[src/rtl/vec_cfg_ctrl.sv]
// Vector configuration sequencer: decodes vsetvli/vsetivli/vsetvl, computes vl from AVL and
// VLMAX, drains outstanding vector ops, writes the CSR regfile and returns vl to the core.
module vec_cfg_ctrl #(
  parameter int unsigned XLEN    = 32,
  parameter int unsigned VLEN    = 512,
  parameter int unsigned MAX_OUT = 8
) (
  input  logic            clk,
  input  logic            n_rst,
  input  logic            cfg_valid,
  output logic            cfg_ready,
  input  logic [XLEN-1:0] inst,
  input  logic [XLEN-1:0] rs1_data,
  input  logic [XLEN-1:0] rs2_data,
  input  logic [XLEN-1:0] cur_vl,
  input  logic            op_issue,
  input  logic            op_done,
  output logic            issue_stall,
  output logic            csrwr_en,
  output logic [XLEN-1:0] scalar2,
  output logic [XLEN-1:0] scalar1,
  input  logic            csr_done,
  output logic            resp_valid,
  input  logic            resp_ready,
  output logic [XLEN-1:0] resp_vl,
  output logic [4:0]      resp_rd,
  output logic            resp_we,
  output logic            resp_illegal
);

  localparam int unsigned CW = $clog2(MAX_OUT + 1);
  localparam logic [CW-1:0] CNT_MAX = CW'(MAX_OUT);

  typedef enum logic [2:0] {
    IDLE,
    DRAIN,
    WRITE,
    WAIT,
    RESP
  } state_t;

  state_t state, state_nxt;

  logic [CW-1:0]   count;
  logic [XLEN-1:0] vl_q;
  logic [7:0]      vtype_q;
  logic [4:0]      rd_q;
  logic            ill_q;

  logic            accept;
  logic            is_vli, is_vili, is_vl, fmt_ok;
  logic [7:0]      vtype_raw;
  logic            vtype_hi;
  logic [2:0]      vsew, vlmul;
  logic            legal;
  logic            use_x0_rule;
  logic [XLEN-1:0] avl;
  logic [XLEN-1:0] vlmax;
  logic [XLEN-1:0] new_vl;

  assign accept = cfg_valid && (state == IDLE);

  // Instruction decode and vl computation, evaluated combinationally on the accept cycle.
  always_comb begin
    is_vli      = (inst[31] == 1'b0);
    is_vili     = (inst[31:30] == 2'b11);
    is_vl       = (inst[31:25] == 7'b1000000);
    fmt_ok      = (inst[6:0] == 7'b1010111) && (inst[14:12] == 3'b111) &&
                  (is_vli || is_vili || is_vl);
    vtype_raw   = rs2_data[7:0];
    vtype_hi    = |rs2_data[XLEN-1:8];
    avl         = rs1_data;
    use_x0_rule = 1'b1;
    if (is_vili) begin
      vtype_raw   = inst[27:20];
      vtype_hi    = |inst[29:28];
      avl         = XLEN'(inst[19:15]);
      use_x0_rule = 1'b0;
    end else if (is_vli) begin
      vtype_raw = inst[27:20];
      vtype_hi  = |inst[30:28];
    end
    vsew  = vtype_raw[5:3];
    vlmul = vtype_raw[2:0];
    legal = fmt_ok && !vtype_hi && !vsew[2] && !vlmul[2];
    vlmax = (XLEN'(VLEN / 8) >> vsew[1:0]) << vlmul[1:0];
    if (use_x0_rule && (inst[19:15] == 5'd0)) begin
      if (inst[11:7] != 5'd0) new_vl = vlmax;
      else                    new_vl = (cur_vl < vlmax) ? cur_vl : vlmax;
    end else begin
      new_vl = (avl <= vlmax) ? avl : vlmax;
    end
  end

  always_ff @(posedge clk or negedge n_rst) begin
    if (!n_rst) begin
      state   <= IDLE;
      count   <= '0;
      vl_q    <= '0;
      vtype_q <= '0;
      rd_q    <= '0;
      ill_q   <= 1'b0;
    end else begin
      state <= state_nxt;
      if (accept) begin
        rd_q    <= inst[11:7];
        ill_q   <= !legal;
        vl_q    <= legal ? new_vl : '0;
        vtype_q <= legal ? vtype_raw : '0;
      end
      // Saturating outstanding-op counter; a simultaneous issue and retire cancel out.
      unique case ({op_issue, op_done})
        2'b10:   if (count != CNT_MAX) count <= count + 1'b1;
        2'b01:   if (count != '0)      count <= count - 1'b1;
        default: count <= count;
      endcase
    end
  end

  always_comb begin
    state_nxt = state;
    unique case (state)
      IDLE:    if (accept) state_nxt = legal ? DRAIN : RESP;
      DRAIN:   if (count == '0) state_nxt = WRITE;
      WRITE:   state_nxt = WAIT;
      WAIT:    if (csr_done) state_nxt = RESP;
      RESP:    if (resp_ready) state_nxt = IDLE;
      default: state_nxt = IDLE;
    endcase
  end

  always_comb begin
    cfg_ready    = (state == IDLE);
    csrwr_en     = (state == WRITE);
    scalar1      = '0;
    scalar2      = '0;
    if ((state == WRITE) || (state == WAIT)) begin
      scalar1 = vl_q;
      scalar2 = XLEN'(vtype_q);
    end
    resp_valid   = (state == RESP);
    resp_vl      = (state == RESP) ? vl_q : '0;
    resp_rd      = (state == RESP) ? rd_q : '0;
    resp_we      = (state == RESP) && (rd_q != 5'd0) && !ill_q;
    resp_illegal = (state == RESP) && ill_q;
    issue_stall  = (state != IDLE) || (count == CNT_MAX) || (cfg_valid && (state == IDLE));
  end

endmodule

[config.mk]
export PLATFORM = sky130hd
export DESIGN_NAME = vec_cfg_ctrl
export DESIGN_NICKNAME = d
export VERILOG_FILES = /design/src/rtl/vec_cfg_ctrl.sv
export SDC_FILE = /design/constraint.sdc
export NUM_CORES = 1
export LEC_CHECK = 0
export CAP_MARGIN = 20
export CORE_ASPECT_RATIO = 0.9
export CORE_UTILIZATION = 41
export CTS_CLUSTER_DIAMETER = 100
export DETAILED_ROUTE_END_ITERATION = 12
export PLACE_DENSITY = 0.93
export SLEW_MARGIN = 20
export SYNTH_ARGS = -nofsm -noshare
export SYNTH_HDL_FRONTEND = slang
export SYNTH_SLANG_ARGS = --single-unit
[constraint.sdc]
create_clock -name clk -period 2.94 [get_ports clk]
set_input_delay 0.441 -clock clk [delete_from_list [all_inputs] [get_ports clk]]
set_output_delay 0.441 -clock clk [all_outputs]
set_load 0.01 [all_outputs]
* Yosys cells after proc, flatten, opt, wreduce, memory -nomap -nowiden
Index checks and enable logic that the tools add are counted.
** Operators by class
- Reduce and logical (&&, ||, !) cells :: 33
- Shifts and indexed selects :: 2
- Multiplexer cells :: 25
- $add $sub $neg :: 2
- Bitwise operators :: 1
- Equality and inequality tests :: 18
- $lt $le $gt $ge :: 2
** Operator list (count)
- 32-bit two-way mux :: 8
- 32-bit less-or-equal comparator :: 1
- 32-bit less-than comparator :: 1
- 8-bit two-way mux :: 4
- 32-bit by 2-bit << shifter with 32-bit output :: 1
- 7-bit by 2-bit right shift with 32-bit output, first input constant :: 1
- 24-bit OR reduction :: 1
- 3-bit two-way mux :: 5
- 3-bit one-hot mux with 5 select lines :: 1
- 7-bit == test, second input constant :: 2
- 1-bit logical AND :: 10
- 5-bit nonzero test :: 2
- 4-bit two-way mux :: 2
- 2-bit inequality test, second input constant :: 4
- 4-bit one-hot mux with 2 select lines :: 1
- 3-bit by 2-bit == test with 1-bit output, second input constant :: 2
- 3-bit == test, second input constant :: 2
- 1-bit logical NOT :: 5
- 5-bit logical NOT :: 1
- 1-bit logical OR :: 5
- 5-bit two-way mux :: 1
- 4-bit by 1-bit adder with 4-bit output, second input constant :: 1
- 2-bit == test, second input constant :: 2
- 4-bit == test, second input constant :: 1
- 16 further kinds :: 19
** Storage, ports and cells
- Register bits after elaboration :: 53
- Input bits :: 135
- Word-level logic and storage cells :: 89

* Depth between registers and ports, before layout
Gate-level depths: netlist of the first run.
- Depth in word-level cells :: 10
- Depth in mapped cells :: 14

* Least setup slack after synthesis of the first run
Ideal clock, no wire load.
- Path type :: input-to-reg
- Start point :: input port inst[31]
- End point :: register vl_q[6]
- Arrival time :: 3.113 ns
- Setup time :: 0.143 ns
- Slack :: -0.317 ns
- Cell stages on the path :: 11
- Required time :: 2.797 ns
- Path through :: nor2b_1 -> buf_2 -> mux2i_1 -> or3b_2 -> ha_1 -> or3_1 -> a311o_1 -> or2_2 -> clkbuf_1 -> o221ai_1 -> a211oi_2
** On the way
- Cells in the longest elaborated chain, start to end :: 9
- Elaborated cells between the ends (all ways) :: 28
- Those cells by class :: 2 x order compare; 2 x eq/ne; 2 x shift; 11 x mux; 1 x bitwise; 10 x reduce/logical
** RTL lines
- from (decl) :: line 12 : input logic [XLEN-1:0] inst,
- 2-bit == test / 8-bit two-way mux (equally long branches) :: line 66, 79
- 8-bit two-way mux :: line 74 : if (is_vili) begin
- 7-bit by 2-bit right shift with 32-bit output :: line 86 : vlmax = (XLEN'(VLEN / 8) >> vsew[1:0]) << vlmul[1:0];
- 32-bit by 2-bit << shifter with 32-bit output :: line 86
- 32-bit less-than comparator :: line 89 : else new_vl = (cur_vl < vlmax) ? cur_vl : vlmax;
- 32-bit two-way mux :: line 89
- 32-bit two-way mux :: line 88 : if (inst[11:7] != 5'd0) new_vl = vlmax;
- 32-bit two-way mux :: line 87 : if (use_x0_rule && (inst[19:15] == 5'd0)) begin
- 32-bit two-way mux * :: line 108 : vl_q <= legal ? new_vl : '0;
- to (signal assigned) :: line 108
- to (decl) :: line 45 : logic [XLEN-1:0] vl_q;
Every way passes the cells marked *; elsewhere a longest branch is shown, timed or not.
A chain may end at the register's enable or synchronous reset.

* Worst setup path in the final report of the first run
- Start point :: input port inst[30]
- End point :: register vl_q[7]
** On the way
- Cells in the longest elaborated chain, start to end :: 9
- Elaborated cells between the ends (all ways) :: 27
- Those cells by class :: 2 x order compare; 2 x eq/ne; 2 x shift; 10 x mux; 11 x reduce/logical
** RTL lines
- 2-bit == test :: line 66 : is_vili = (inst[31:30] == 2'b11);
- 8-bit two-way mux :: line 74
- 7-bit by 2-bit right shift with 32-bit output :: line 86
- 32-bit by 2-bit << shifter with 32-bit output :: line 86
- 32-bit less-than comparator :: line 89
- 32-bit two-way mux :: line 89
- 32-bit two-way mux :: line 88
- 32-bit two-way mux :: line 87
- 32-bit two-way mux * :: line 108
Marks and branches as above.

==> results of run 1 <==
-- cells in the mapped netlist, drive strengths merged, types with 3 or more instances --
cell type | count | area, um2
or3 | 4 | 25.0
nand3 | 3 | 15.0
or4bb | 3 | 33.8
nor4 | 21 | 131
nor2b | 4 | 25.0
nand2b | 9 | 56.3
nand2 | 45 | 169
dfrtp | 53 | 1330
nor3 | 8 | 40.0
and2 | 109 | 682
a21oi | 6 | 30.0
nor2 | 25 | 93.8
o21a | 3 | 23.8
xor2 | 3 | 26.3
xnor2 | 3 | 26.3
o41ai | 6 | 52.6
ha | 18 | 225
buf | 30 | 209
inv | 12 | 45.1
nand4 | 9 | 56.3
o21ai | 14 | 73.8
o221ai | 8 | 70.1
clkbuf | 17 | 63.8
a211oi | 14 | 145
mux2i | 13 | 130
-- sequential cells by signal (all words and copies together) (netlist names) --
| register | flops |
|---|---|
| vl_q | 32 |
| ill_q | 1 |
| state | 3 |
| rd_q | 5 |
| vtype_q | 8 |
| count | 4 |
-- layout make-up --
class	instances	area, um2	share of cell area (%)
timing repair buffer	270	2560	37.0
clock inverter	3	28.8	0.415
multi-input combinational	381	2740	39.6
tap	122	153	2.20
inverter	12	50.0	0.722
sequential	53	1330	19.1
clock buffer	5	68.8	0.993
-- critical path, delay by kind of cell --
family,cells,cell delay (ns)
AOI/OAI and AO/OA,6,1.06
adders and majority gates,1,0.20
and+or+nand+nor,3,0.96
buffers and inverters,3,0.44
-- power groups by stage --
stage	combinational (mW)	clock, mW	sequential, mW
after global routing	1.64	0.495	0.960
after floorplan	0.802	0	0.920
after detailed placement	1.41	0	0.957
final	1.50	0.449	0.945
after global placement	1.36	0	0.948
after CTS	1.45	0.460	0.942
-- routing by layer --
layer	vias to the layer above	GRT usage, %
li1	2113	-
met1	2066	30.4
met2	175	47.2
met3	8	4.20
met4	0	4.68
met5	-	0
-- through the flow --
step	setup slack (ns)	hold slack, ns
2_1_floorplan	-0.0576	0.145
5_1_grt	-0.0491	0.105
3_3_place_gp	-0.587	0.427
3_5_place_dp	-0.723	0.436
4_1_cts	0.0136	0.0873
6_report	0.0517	0.0755
-- worst max path at each step --
stage | startpoint | endpoint
after floorplan | inst[31] | vl_q[6]$_DFFE_PN0P_
after global placement | inst[31] | vl_q[8]$_DFFE_PN0P_
after detailed placement | inst[30] | vl_q[6]$_DFFE_PN0P_
after CTS | rs2_data[3] | vl_q[8]$_DFFE_PN0P_
after global routing | inst[30] | vl_q[7]$_DFFE_PN0P_
final | inst[30] | vl_q[7]$_DFFE_PN0P_
-- repair_timing --
item / 4_1_cts / 5_1_grt
hold buffers: 0 / 0
buffers inserted: 11 / 4
cloned: 2 / 0
pin swaps: 20 / 20
endpoints found under the setup margin: 48 / 18
resized for setup: 39 / 24
-- placed cells by master (no fill, tap or decap), types with 5 or more instances in the layout --
cell             instances
a211oi_2                10
inv_1                    9
mux2i_1                 13
and2_1                 109
buf_4                   49
nor4_1                  21
clkbuf_8                 5
nor3_1                   7
clkdlybuf4s50_1        206
nand2b_1                 8
o21ai_1                  5
nor2_1                  25
nand2_1                 42
o41ai_1                  6
o21ai_0                  6
ha_1                    11
conb_1                  24
a21oi_1                  5
ha_4                     7
nand4_1                  9
dfrtp_1                 53
o221ai_2                 5
-- kinds of logic (layout without fill, tap and decap cells) --
logic type | Yosys count | count (layout)
simple gates | 249 | 250
compound gates | 67 | 68
buf+inv | 59 | 290
flops | 53 | 53
fa+ha+maj | 19 | 19
mux | 14 | 14
xor+xnor | 6 | 6
other cells | 1 | 24
==> out/metrics.cfg, run 1 <==
[run_status]
outcome=finished clean

[grt]
grt_overflow_total=0
grt_pass1_wl_um=20400
grt_max_degree=40
gr-usage-all-layers_pct=25.1
first_global_vias=4222
antenna_violations_before_repair=0

[finish]
antenna_cells=0
finalCoreUtilization_pct=74.3
fin_cells=846
num-fill-cells=682
syn_to_final_growth_pct=71.9
nets=877
postLayoutCellArea_mm2=0.00693
drive_gt1_share_pct=15.9

[synthesis]
synth-edff-count=0
synthCells=468
synth_compound_gate_area_share_pct=13.4
post_synth_and_or_nand_nor_area_fraction_pct=34.9
syn_area_mm2=0.00403
synth_top_family_by_area=simple AND/OR/NAND/NOR gates
synth.yosys.warnings=0
post_synth_num_cell_types=54
yosys.area_share.adder_pct=6.08
share_of_flip_flops_with_an_asynchronous_set_or_reset_pct=100
muxShareOfSynthArea_pct=3.51
synthXorXnorAreaFrac_pct=1.30
synth_seq_area_share_pct=32.9
ys_seq_elements=53
mean_syn_cell_area_um2=8.61
ys_dominant_reg_cell=dfrtp_1

[drt]
routedLengthMet1_um=5390
routed_wl_um=13100
route.detailed.vias_per_inst=5.16
drtIter0Drc=252
vias=4362
final_antenna_net_count=0
top_signal_layer_used=met4
post-route-drc-count=0
detail_route.wl_per_cell_um=15.5
drt-pass1-iter-count=4
route.met3.wl_um=759
routed-wl-met2_um=6900

[cts]
tritoncts=built
cts_sinks=53
clk_transition_reported_paths_ns=0.11
clk_root_buffer_cell=clkbuf_8
clk_latency_ns=0.31
cts_max_level=2
cts_max_path_buffers=2
cts-buffers-inserted=5

[place]
dpl-instance-area_mm2=0.00654
dp_hpwl_um=10300
gp_routability_congestion=0.883
dpl.cell_count=823
numPortBuffers=217

[timing]
grt_setup_unrepaired=true
setup_viol=0
setup_total_negative_slack_ns=0
final_hold_viol_count=0
worst_pin_slew_ns=0.551
worst_setup_skew_after_layout_ns=0.0112
timing_max_transition_violations_final=0
maxSlewHeadroom_pct=63.0
layout_min_cycle_time_ns=2.89
post-route-period-util_pct=98.2
timing.fmax_ghz=0.346

[job]
drv.max_cap_violation_count=0

[critical_path]
crit-reg2reg-launch=state[0]$_DFFE_PN0P_
path_cells=buf_2, or4bb_4, o31ai_4, buf_4, o21a_4, buf_6, ha_4, a211oi_2, nor2_1, nor3_4, o21ai_2, o2111a_1, a211oi_2
cp.required_ns=3.16
setup.worst_path.end_class=flip-flop
cpPeakStageDelay_ns=0.56
critical_path_peak_fanout=6
setup.worst_path.class=in2reg
worst-r2r-setup-slack_ns=0.83
rr_endpoint=vl_q[0]$_DFFE_PN0P_
cp.arrival_ns=3.11
cpMostUsedCell=a211oi_2
setup.worst_path.start_class=input port
ff2ff_path_depth=7
critical_path.slowest_cell=or4bb_4

[floorplan]
initial_standard_cell_utilization_of_the_core_pct=43.2
fp.dieH_um=96.1
dieWidth_um=107
top_level_ports=242
floorplan.rows=33
die_area_mm2=0.0102
core_area_mm2=0.00933

[power]
comb_power_share_pct=51.8
clkPwrFrac_pct=15.5
total_power_density_per_cell_area_mw_per_mm2=418
max-vdd-ir-drop_mv=0.334
p_int_mw=1.77
power_mw=2.89
p_leak_nw=2.91
power.switching_fraction_pct=38.8
net_switching_power_figure_mw=1.12
power.share.sequential_pct=32.7

[hold_path]
worst_hold_path_type=in2async

Power figures use the tool's default switching activity.
==> inputs of run 2 (changes only) <==
Settings changed: TNS_END_PERCENT set to 5.
==> out/metrics.cfg, run 2 (synthesized netlist as in run 1, its figures left out) <==
[cts]
cts-buffers-inserted=5
cts_sinks=53
clk_root_buffer_cell=clkbuf_8
clk_transition_reported_paths_ns=0.11
cts_hold_repair.buffers=0
cts_max_level=2
cts_max_path_buffers=2
clk_latency_ns=0.31
tritoncts=built

[timing]
worst_pin_slew_ns=0.579
setup_total_negative_slack_ns=0
grt_setup_unrepaired=true
timing_max_transition_violations_final=0
worst_setup_skew_after_layout_ns=0.00498
finalWorstSetupSlack_ns=0.0258
layout_min_cycle_time_ns=2.91
setup_viol=0
post-route-period-util_pct=99.1
final_hold_viol_count=0
maxSlewHeadroom_pct=61.4
timing.fmax_ghz=0.343

[finish]
top_register=vl_q
syn_to_final_growth_pct=71.2
num-fill-cells=699
drive_gt1_share_pct=15.5
final_common_cell=clkdlybuf4s50_1
antenna_cells=0
postLayoutCellArea_mm2=0.00690
nets=869
multi_input_area_mm2=0.00277
top_registers=vl_q (32), vtype_q (8), rd_q (5)
fin_cells=838
most-common-layout-cells=clkdlybuf4s50_1 (207), and2_1 (109), dfrtp_1 (53)
regArea_mm2=0.00133
largest_reg_flops=32

[critical_path]
cpPeakStageDelay_ns=0.54
cp.arrival_ns=3.12
critical_path_peak_fanout=8
critical_path.slowest_cell=or4bb_4
setup.worst_path.class=in2reg
setup.worst_path.start_class=input port
path_cells=dlygate4sd2_1, or4bb_4, o31ai_4, buf_4, nand2_1, ha_1, nand2_1, nor4_2, a311o_1, nor2_1, buf_4, a41oi_1, o21ai_1
cp.required_ns=3.14
setup.worst_path.end_class=flip-flop

[power]
comb_power_share_pct=51.3
power_mw=2.86
total_power_density_per_cell_area_mw_per_mm2=415
p_int_mw=1.75
power.switching_fraction_pct=38.9
clkPwrFrac_pct=15.4
max-vdd-ir-drop_mv=0.257
power.share.sequential_pct=33.3
net_switching_power_figure_mw=1.12
p_leak_nw=2.88

[grt]
first_global_vias=4290
grt_max_degree=40
grt_pass1_wl_um=20000
grt_overflow_total=0
gr-usage-all-layers_pct=24.6
antenna_violations_before_repair=0

[place]
numPortBuffers=217
gp_routability_congestion=0.931
dpl-instance-area_mm2=0.00653
dpl.cell_count=821
pre_cts_ws_ns=-0.761
dp_hpwl_um=10600

[floorplan]
dieWidth_um=107
die_area_mm2=0.0102
core_area_mm2=0.00933
initial_standard_cell_utilization_of_the_core_pct=43.2
fp.dieH_um=96.1
top_level_ports=242
floorplan.rows=33

[drt]
drt-pass1-iter-count=4
route.detailed.vias_per_inst=5.15
vias=4316
drtIter0Drc=233
post-route-drc-count=0
final_antenna_net_count=0
routed_wl_um=13200
detail_route.wl_per_cell_um=15.8

[hold_path]
worst_hold_path_type=in2async

[job]
drv.max_cap_violation_count=0

[run_status]
outcome=finished clean

==> run 2: stage by stage <==
step,utilization [%],hold WS (ns)
after CTS,72.6,0.127
after global routing,73.9,0.155
after floorplan,-,0.145
after global placement,69.9,0.452
after detailed placement,69.9,0.457
final,73.9,0.114
==> run 2: power by group through the flow <==
| stage | logic [mW] | registers (mW) | clock network (mW) |
|---|---|---|---|
| 4_1_cts | 1.43 | 0.951 | 0.455 |
| 2_1_floorplan | 0.802 | 0.920 | 0 |
| 3_3_place_gp | 1.35 | 0.954 | 0 |
| 3_5_place_dp | 1.39 | 0.966 | 0 |
| 6_report | 1.47 | 0.954 | 0.441 |
| 5_1_grt | 1.62 | 0.970 | 0.480 |
==> run 2: critical path: cells and delay by family <==
kind / cells / cell delay, ns
AOI/OAI and AO/OA: 4 / 0.72
adders and majority gates: 1 / 0.32
buffers and inverters: 3 / 0.63
and+or+nand+nor: 5 / 1.00
==> run 2: path summary, 6_finish.rpt <==
| path | from | to | slack [ns] | cells after the start |
|---|---|---|---|---|
| max in group asynchronous | n_rst | vl_q[23]$_DFFE_PN0P_ | 2.04 | 2 |
| worst max register to register | state[0]$_DFFE_PN0P_ | vl_q[0]$_DFFE_PN0P_ | 0.77 | 7 |
| worst max-delay path | rs2_data[4] | vl_q[1]$_DFFE_PN0P_ | 0.03 | 13 |
| worst min-delay path | n_rst | vl_q[18]$_DFFE_PN0P_ | 0.11 | 1 |
| worst min register to register | vtype_q[6]$_DFFE_PN0P_ | vtype_q[6]$_DFFE_PN0P_ | 0.48 | 2 |
| min in group clk | vtype_q[6]$_DFFE_PN0P_ | vtype_q[6]$_DFFE_PN0P_ | 0.48 | 2 |
==> run 2: final cells by class <==
type                            instances  area share (%)
Clock inverter                          3           0.381
Timing Repair Buffer                  262            36.3
Sequential cell                        53            19.2
Inverter                               12           0.725
Multi-Input combinational cell        381            40.1
Tap cell                              122            2.21
Clock buffer                            5           0.997
==> run 2: repair_timing <==
action,in CTS,in global routing
endpoints found under the setup margin,47,32
endpoints found under the hold margin,0,0
gates resized for setup,32,29
pin swaps,20,19
gates cloned,2,0
buffers inserted,6,1
==> run 2: metal layers <==
layer / share of wire (%) / track usage, % / up-vias / wire, um
li1: - / - / 2090 / -
met1: 40 / 29.5 / 1995 / 5330
met2: 51 / 45.3 / 202 / 6680
met3: 6.8 / 4.13 / 29 / 894
met4: 2.3 / 8.11 / 0 / 298
met5: 0 / 0 / - / 0
==> inputs of run 3 (changes only) <==
Settings changed: RECOVER_POWER set to 50.
==> out/metrics.cfg, run 3 (synthesized netlist as in run 1, its figures left out) <==
[timing]
post-route-period-util_pct=98.8
timing_max_transition_violations_final=0
layout_min_cycle_time_ns=2.91
worst_setup_skew_after_layout_ns=0.00724
maxSlewHeadroom_pct=7.70
minimum_hold_slack_ns=0.425
worst_pin_slew_ns=1.38
timing.fmax_ghz=0.344
grt_setup_unrepaired=true
final_hold_viol_count=0
setup_viol=0

[critical_path]
rr_endpoint=vl_q[0]$_DFFE_PN0P_
ff2ff_path_depth=7
cp_num_cells=13
endpoint=vl_q[1]$_DFFE_PN0P_
critical_path_peak_fanout=8
critical-path-top-delay-family=simple AND/OR/NAND/NOR gates
cp.required_ns=3.15
path_cells=dlygate4sd2_1, or4bb_4, o31ai_4, buf_4, nand2_1, ha_1, nand2_1, nor4_2, a311o_1, nor2_1, buf_4, a41oi_1, o21ai_1
setup.worst_path.class=in2reg
timing.critical_path.buf_inv=3
worst-r2r-setup-slack_ns=0.53
cp.arrival_ns=3.11
cpPeakStageDelay_ns=0.54
critical_path.slowest_cell=or4bb_4
setup.worst_path.start_class=input port
crit-reg2reg-launch=state[0]$_DFFE_PN0P_
critPathLaunch=rs2_data[4]
setup.worst_path.end_class=flip-flop

[finish]
antenna_cells=0
syn_to_final_growth_pct=70.8
most-common-layout-cells=clkdlybuf4s50_1 (206), and2_1 (95), dfrtp_1 (53)
num-fill-cells=700
nets=869
top_registers=vl_q (32), vtype_q (8), rd_q (5)
drive_gt1_share_pct=14.9
top_register=vl_q
postLayoutCellArea_mm2=0.00689
finalCoreUtilization_pct=73.8
largest_reg_flops=32
final_common_cell=clkdlybuf4s50_1

[run_status]
outcome=finished clean

[drt]
vias=4343
drt-pass1-iter-count=4
final_antenna_net_count=0
routed_wl_um=13200
route.detailed.vias_per_inst=5.18
detail_route.wl_per_cell_um=15.8
post-route-drc-count=0
drtIter0Drc=212

[floorplan]
fp.dieH_um=96.1
floorplan.rows=33
core_area_mm2=0.00933
dieWidth_um=107
die_area_mm2=0.0102
top_level_ports=242
initial_standard_cell_utilization_of_the_core_pct=43.2

[place]
gp_routability_congestion=0.931
numPortBuffers=217
dp_hpwl_um=10600
dpl-instance-area_mm2=0.00653

[cts]
cts-buffers-inserted=5
cts_max_level=2
tritoncts=built
clk_transition_reported_paths_ns=0.11
cts_sinks=53
clk_latency_ns=0.31
clk_root_buffer_cell=clkbuf_8
cts_max_path_buffers=2
cts_hold_repair.buffers=0

[power]
max-vdd-ir-drop_mv=0.256
total_power_density_per_cell_area_mw_per_mm2=414
p_leak_nw=2.85

[grt]
grt_max_degree=40
grt_pass1_wl_um=20000
antenna_violations_before_repair=0
grt_overflow_total=0
gr-usage-all-layers_pct=24.6
first_global_vias=4290

[hold_path]
worst_hold_path_type=in2async

[job]
drv.max_cap_violation_count=0

run 3: cell count changes in the layout (fill, tap and decap cells not counted), sizes merged:
cell	before	now
clkdlybuf4s50	207	206
clkbuf	5	10
dlygate4sd3	0	1
buf	48	43
run 3: layout make-up:
class,count,area (um2),share of cell area (%)
multi-input combinational,381,2770,40.2
inverter,12,50.0,0.727
clock inverter,3,26.3,0.382
clock buffer,5,68.8,0.999
sequential,53,1330,19.3
timing repair buffer,262,2490,36.2
tap,122,153,2.22
run 3: metal layers:
metal  up-vias  global-route usage [%]  part of all wire [%]
li1       2088                       -                     -
met1      2027                    29.5                    40
met2       199                    45.3                    51
met3        29                    4.13                   6.4
met4         0                    8.11                   2.4
met5         -                       0                     0
run 3: through the flow:
stage | power [mW] | TNS (ns) | cells | worst slack (ns)
final | 2.85 | 0 | 838 | 0.0342
after global routing | 3.06 | -0.637 | 838 | -0.0912
after CTS | 2.84 | 0 | 837 | 0.00730
after detailed placement | 2.36 | -6.92 | 821 | -0.761
after global placement | 2.30 | -5.55 | 821 | -0.617
after floorplan | 1.72 | -0.328 | 491 | -0.0576
run 3: report_power, final:
part | internal, mW | switching (mW) | leakage (nW) | total (mW)
logic | 0.721 | 0.737 | 2.10 | 1.46
registers | 0.842 | 0.111 | 0.709 | 0.953
clock network | 0.174 | 0.265 | 0.0423 | 0.439
run 3: how the worst min path moves through the flow:
stage / startpoint / to / slack [ns] / depth (start not counted)
3_5_place_dp: vtype_q[4]$_DFFE_PN0P_ / vtype_q[4]$_DFFE_PN0P_ / 0.46 / 2
5_1_grt: vtype_q[4]$_DFFE_PN0P_ / vtype_q[4]$_DFFE_PN0P_ / 0.51 / 2
4_1_cts: n_rst / vl_q[18]$_DFFE_PN0P_ / 0.13 / 1
3_3_place_gp: vtype_q[3]$_DFFE_PN0P_ / vtype_q[3]$_DFFE_PN0P_ / 0.45 / 2
6_report: n_rst / vl_q[18]$_DFFE_PN0P_ / 0.42 / 1
2_1_floorplan: n_rst / count[0]$_DFFE_PN0P_ / 0.15 / 0
run 3: timing repair:
| action | CTS | global route |
|---|---|---|
| pin swaps | 20 | 19 |
| cloned | 2 | 0 |
| setup buffers | 6 | 1 |
| setup endpoints to repair | 47 | 32 |
| gates resized for setup | 32 | 29 |
